[config.mk]
export PLATFORM = sky130hd
export DESIGN_NAME = phys_free_list
export DESIGN_NICKNAME = d
export VERILOG_FILES = /design/src/rtl/phys_free_list_pkg.sv /design/src/rtl/phys_free_list.sv
export SDC_FILE = /design/constraint.sdc
export NUM_CORES = 1
export LEC_CHECK = 0
export ABC_AREA = 1
export ABC_CLOCK_PERIOD_IN_PS = 2200
export CAP_MARGIN = 15
export CORE_MARGIN = 4
export CORE_UTILIZATION = 58
export CTS_BUF_LIST = sky130_fd_sc_hd__clkbuf_8
export DETAILED_ROUTE_END_ITERATION = 12
export GPL_ROUTABILITY_DRIVEN = 0
export GPL_TIMING_DRIVEN = 0
export PLACE_DENSITY_LB_ADDON = 0.08
export SLEW_MARGIN = 30
export SYNTH_ARGS = -nofsm -noshare
export SYNTH_HDL_FRONTEND = slang
export SYNTH_SLANG_ARGS = --single-unit
[constraint.sdc]
create_clock -name clock -period 2.2 [get_ports clock]
set_input_delay 0.44 -clock clock [delete_from_list [all_inputs] [get_ports clock]]
set_output_delay 0.44 -clock clock [all_outputs]
set_load 0.02 [all_outputs]
[src/rtl/phys_free_list_pkg.sv]
// Shared rename-path definitions: register counts, tag type, free-list sizing.
package phys_free_list_pkg;

  localparam int NUM_PHYS_REGS = 64;
  localparam int NUM_ARCH_REGS = 32;
  localparam int TAG_W         = $clog2(NUM_PHYS_REGS);
  localparam int FL_SZ         = NUM_PHYS_REGS - NUM_ARCH_REGS;
  localparam int PTR_W         = $clog2(FL_SZ);
  localparam int CNT_W         = $clog2(FL_SZ + 1);

  typedef logic [TAG_W-1:0] tag_t;

  // Free-list slot i holds tag NUM_ARCH_REGS+i out of reset; tags 0..NUM_ARCH_REGS-1
  // start out as the committed architectural mappings.
  function automatic tag_t reset_tag(input int idx);
    return tag_t'(NUM_ARCH_REGS + idx);
  endfunction

endpackage

[src/rtl/phys_free_list.sv]
// Circular free list of physical register tags. Dispatch pops from head,
// retire pushes Told at tail. arch_head trails head by the number of
// speculative (not yet retired) allocations, so a flush rewinds head to it.
module phys_free_list
  import phys_free_list_pkg::*;
(
  input  logic              clock,
  input  logic              reset_n,
  input  logic              dispatch_en,
  input  logic              retire_en,
  input  logic [TAG_W-1:0]  retire_told,
  input  logic              flush,
  output logic [TAG_W-1:0]  free_tag,
  output logic              free_valid,
  output logic              dispatch_gnt,
  output logic [CNT_W-1:0]  free_count
);

  localparam logic [CNT_W-1:0] CNT_FULL = CNT_W'(FL_SZ);

  logic [TAG_W-1:0] fl_q [FL_SZ];
  logic [PTR_W-1:0] head_q, head_d;
  logic [PTR_W-1:0] tail_q, tail_d;
  logic [PTR_W-1:0] arch_head_q, arch_head_d;
  logic [CNT_W-1:0] count_q, count_d;
  logic             push;

  // Zero-latency lookahead outputs and next-state pointer/count arithmetic.
  always_comb begin
    free_valid   = (count_q != '0);
    dispatch_gnt = dispatch_en & free_valid & ~flush;
    free_tag     = fl_q[head_q];
    free_count   = count_q;

    // A push into a full list cannot happen in a legal machine; drop it so
    // the pointers stay consistent.
    push         = retire_en & (count_q != CNT_FULL);

    tail_d       = tail_q + PTR_W'(push);
    arch_head_d  = arch_head_q + PTR_W'(push);

    if (flush) begin
      // Every speculative allocation returns in one cycle: head rewinds to
      // the oldest unretired allocation, including a same-cycle retire.
      head_d  = arch_head_d;
      count_d = CNT_FULL;
    end else begin
      head_d  = head_q + PTR_W'(dispatch_gnt);
      count_d = count_q + CNT_W'(push) - CNT_W'(dispatch_gnt);
    end
  end

  // Pointer and count registers.
  always_ff @(posedge clock or negedge reset_n) begin
    if (!reset_n) begin
      head_q      <= '0;
      tail_q      <= '0;
      arch_head_q <= '0;
      count_q     <= CNT_FULL;
    end else begin
      head_q      <= head_d;
      tail_q      <= tail_d;
      arch_head_q <= arch_head_d;
      count_q     <= count_d;
    end
  end

  // Tag storage: reset loads the initially unmapped tags, retire writes Told at tail.
  always_ff @(posedge clock or negedge reset_n) begin
    if (!reset_n) begin
      for (int i = 0; i < FL_SZ; i++) fl_q[i] <= reset_tag(i);
    end else if (push) begin
      fl_q[tail_q] <= retire_told;
    end
  end

  // Retiring into a full list means a tag was duplicated somewhere upstream.
  a_no_push_when_full: assert property (
    @(posedge clock) disable iff (!reset_n) !(retire_en && count_q == CNT_FULL));

endmodule
==> flow_metrics.env <==
export IMPL_outcome="finished with violations"
export IMPL_violations="negative setup slack"
export IMPL_drcViolationCount=0
export IMPL_slew_violations=0
export IMPL_grt_pass1_vias=9230
export IMPL_grt_start_max_net_pins=76
export IMPL_die_h_microns=143
export IMPL_yosys_warnings=0
export IMPL_gr_total_overflow=0
export IMPL_hp_start="retire_told[2]"
export IMPL_tightest_slew_ns=0.767
export IMPL_crit_start="head_q[0]"
export IMPL_netlist_top_cells_area="dfstp_2, dfrtp_1, nand2_1, o21ai_0, nand3_1"
export IMPL_path_max_fanout=6
export IMPL_synth_cell_area_sq_um=10600
export IMPL_grt_use_met3_pct=5.56
export IMPL_fmax_ghz=0.385
export IMPL_ys_ff_latch=213
export IMPL_crit_required_ns=1.76
export IMPL_totalPowerFinal_w=0.0209
export IMPL_ys_types=25
export IMPL_finalHoldViolCount=0
export IMPL_route_vias_total=9759
export IMPL_instances_no_fill=1737
export IMPL_setup_viol=8
export IMPL_synth_largest_area_cell="dfstp_2"
export IMPL_areaGrowthSynthToFinish_pct=22.6
export IMPL_path_class="register to output port"
export IMPL_port_buffers=18
export IMPL_vdd_drop_max_mv=1.32
export IMPL_cts_tree="built"
export IMPL_synth_nets=1426
export IMPL_rr_startpoint="free_count[5]"
export IMPL_fin_ws_ns=-0.396
export IMPL_fin_crit_sh_pct=118
export IMPL_htree_levels=2
export IMPL_worstPathArrival_ns=2.16
export IMPL_reg2reg_to="free_count[4]"
export IMPL_cp_end_kind="output port"
export IMPL_wl_per_cell_microns=18.7
export IMPL_nets=1507
export IMPL_placedCellCount=1648
export IMPL_drt_vias_per_instance=5.62
export IMPL_grtUsageMet2_pct=48.5
export IMPL_grt_met1_usage_pct=44.9
export IMPL_top_usage_layer="met2"
export IMPL_cts_buffers=37
export IMPL_drt_iter0_markers=937
export IMPL_rrSetupSlack_ns=-0.21
export IMPL_relSlewSlack_pct=48.9
export IMPL_ios=25
export IMPL_start_util_pct=59.1
export IMPL_cap_violations=0
export IMPL_grt_pass1_wl_microns=50000
export IMPL_rr_worst_depth=13
export IMPL_fp_dieW_microns=143
export IMPL_coreArea_sq_um=18000
export IMPL_yosysSeqAreaShare_pct=51.6
export IMPL_hpwl_microns=21100
export IMPL_fin_crit_ns=2.60
export IMPL_p_per_area_nw_per_um2=1610
export IMPL_syn_avg_cell_area_sq_um=7.59
export IMPL_yosysTopAreaCellShare_pct=28.0
export IMPL_skew_ns=0.0202
export IMPL_rsz0062_at_grt="true"
export IMPL_floorplan_rows=49
export IMPL_clk_latency_ns=0.54
export IMPL_drt_pass1_iter_count=5
export IMPL_post_route_util_pct=72.5
export IMPL_n_antenna_cell=0
export IMPL_grtUsageTotal_pct=31.8
export IMPL_antenna_found_initial=0
export IMPL_whs_ns=0.391
export IMPL_min_to="fl_q[2]"
export IMPL_hp_class="input port to register"
export IMPL_root_buffer="clkbuf_8"
export IMPL_holdPathStages=3
export IMPL_dieArea_sq_um=20500
export IMPL_cts_buffer_depth=3
export IMPL_drive_gt1_share_pct=27.3
export IMPL_syn_inst=1399
export IMPL_cts_reportedPaths_clkPinSlew_ns=0.06
export IMPL_postRouteWirelength_microns=32600
export IMPL_p_leak_nw=6.13
export IMPL_startpoint_type="register"
export IMPL_cts_sinks=213
export IMPL_ant_nets=0
## Yosys cell counts
cell,instances
inv_1,135
nand2_2,1
o21ba_2,1
buf_2,39
dfrtp_1,100
nor2_1,28
o21ai_0,126
o211ai_1,6
xnor2_1,3
nand4_1,4
a21oi_1,17
nand3_1,123
inv_2,2
nor3_2,5
ha_1,15
xor2_1,7
clkbuf_1,39
nand3b_1,1
dfstp_2,113
fa_1,1
buf_4,1
buf_1,3
nor3_1,2
nand2_1,604
o21ai_1,23
## power breakdown
part | internal (W) | switching, W | leakage [nW]
logic | 0.00397 | 0.00615 | 3.23
clock network | 0.00186 | 0.00165 | 0.433
registers | 0.00620 | 0.00107 | 2.48
## state kept, by name, indices dropped and copies added (netlist names)
signal / count
free_count: 6
arch_head_q: 5
tail_q: 5
head_q: 5
fl_q: 192
## timing repair
item | CTS | global route
buffers inserted | 12 | 2
hold endpoints to repair | 39 | 0
cloned | 1 | 8
hold buffers | 1 | 0
endpoints found under the setup margin | 106 | 130
resized for setup | 169 | 136
pin swaps | 19 | 68
## area by class of cell
class,instances,area (sq um)
plain buffers,81,642
clock buffers,45,619
clock inverters,22,93.8
fillers,1406,4950
inverters,137,536
multi-input cells,967,4820
flip-flops and latches,213,5480
well taps,229,287
repair buffers,41,520
repair inverters,2,20.0
## placed cells by master (no fill, tap or decap), types with 8 or more instances in the layout
| cell type | count |
|---|---|
| buf_8 | 8 |
| buf_6 | 15 |
| dfrtp_1 | 95 |
| dfstp_2 | 113 |
| clkbuf_1 | 19 |
| nand2_1 | 549 |
| inv_2 | 13 |
| o21ai_0 | 123 |
| buf_2 | 28 |
| nand3_1 | 84 |
| ha_1 | 11 |
| nor2_2 | 9 |
| clkbuf_16 | 8 |
| nand3_2 | 36 |
| nand2_2 | 49 |
| o21ai_1 | 25 |
| nor2_1 | 15 |
| clkbuf_8 | 51 |
| inv_1 | 137 |
| clkdlybuf4s50_1 | 9 |
| buf_4 | 17 |
| a21oi_2 | 13 |
## kinds of logic (layout without fill, tap and decap cells)
kind of cell               after synthesis  in the layout  share of synthesized area, %
AOI/OAI and AO/OA                      173            173                          8.35
xor gates and xnor gates                10             10                         0.825
adders and majority gates               16             16                          1.96
buffers and inverters                  219            328                          8.24
DFF                                    213            213                          51.6
and+or+nand+nor                        768            768                          29.1
## worst max-delay path by stage
stage / endpoint / depth (start not counted)
6_report: free_tag[4] / 12
5_1_grt: free_tag[2] / 11
4_1_cts: free_tag[1] / 12
3_5_place_dp: free_tag[1] / 11
3_3_place_gp: free_count[3] / 1
2_1_floorplan: free_count[4] / 13
## worst max-delay path: stages (launching register included)
cell and delay, ns:
dfrtp_2 0.41, buf_8 0.16, buf_12 0.15, buf_8 0.14, nand2_2 0.05, nand2_1 0.05, nand2_1 0.06, a21oi_2 0.22
nor2_4 0.05, nand2_2 0.08, nand2_2 0.08, inv_2 0.05, buf_6 0.10
## per-layer routing
| metal | share of wire (%) | vias up | routed length (microns) |
|---|---|---|---|
| li1 | - | 4540 | - |
| met1 | 42 | 4632 | 13700 |
| met2 | 45 | 468 | 14600 |
| met3 | 8.0 | 119 | 2620 |
| met4 | 4.8 | 0 | 1560 |
| met5 | 0 | - | 0 |
## through the flow
stage / setup WS (ns) / setup TNS, ns / cell area, sq um
final: -0.396 / -2.65 / 13000
after global routing: -0.448 / -3.15 / 13000
after CTS: -0.397 / -2.56 / 12400
after detailed placement: -0.815 / -46.15 / 11200
after global placement: -8.95 / -1486.70 / 11100
after floorplan: -0.357 / -0.696 / 10600
(Power assumes the default switching activity.)
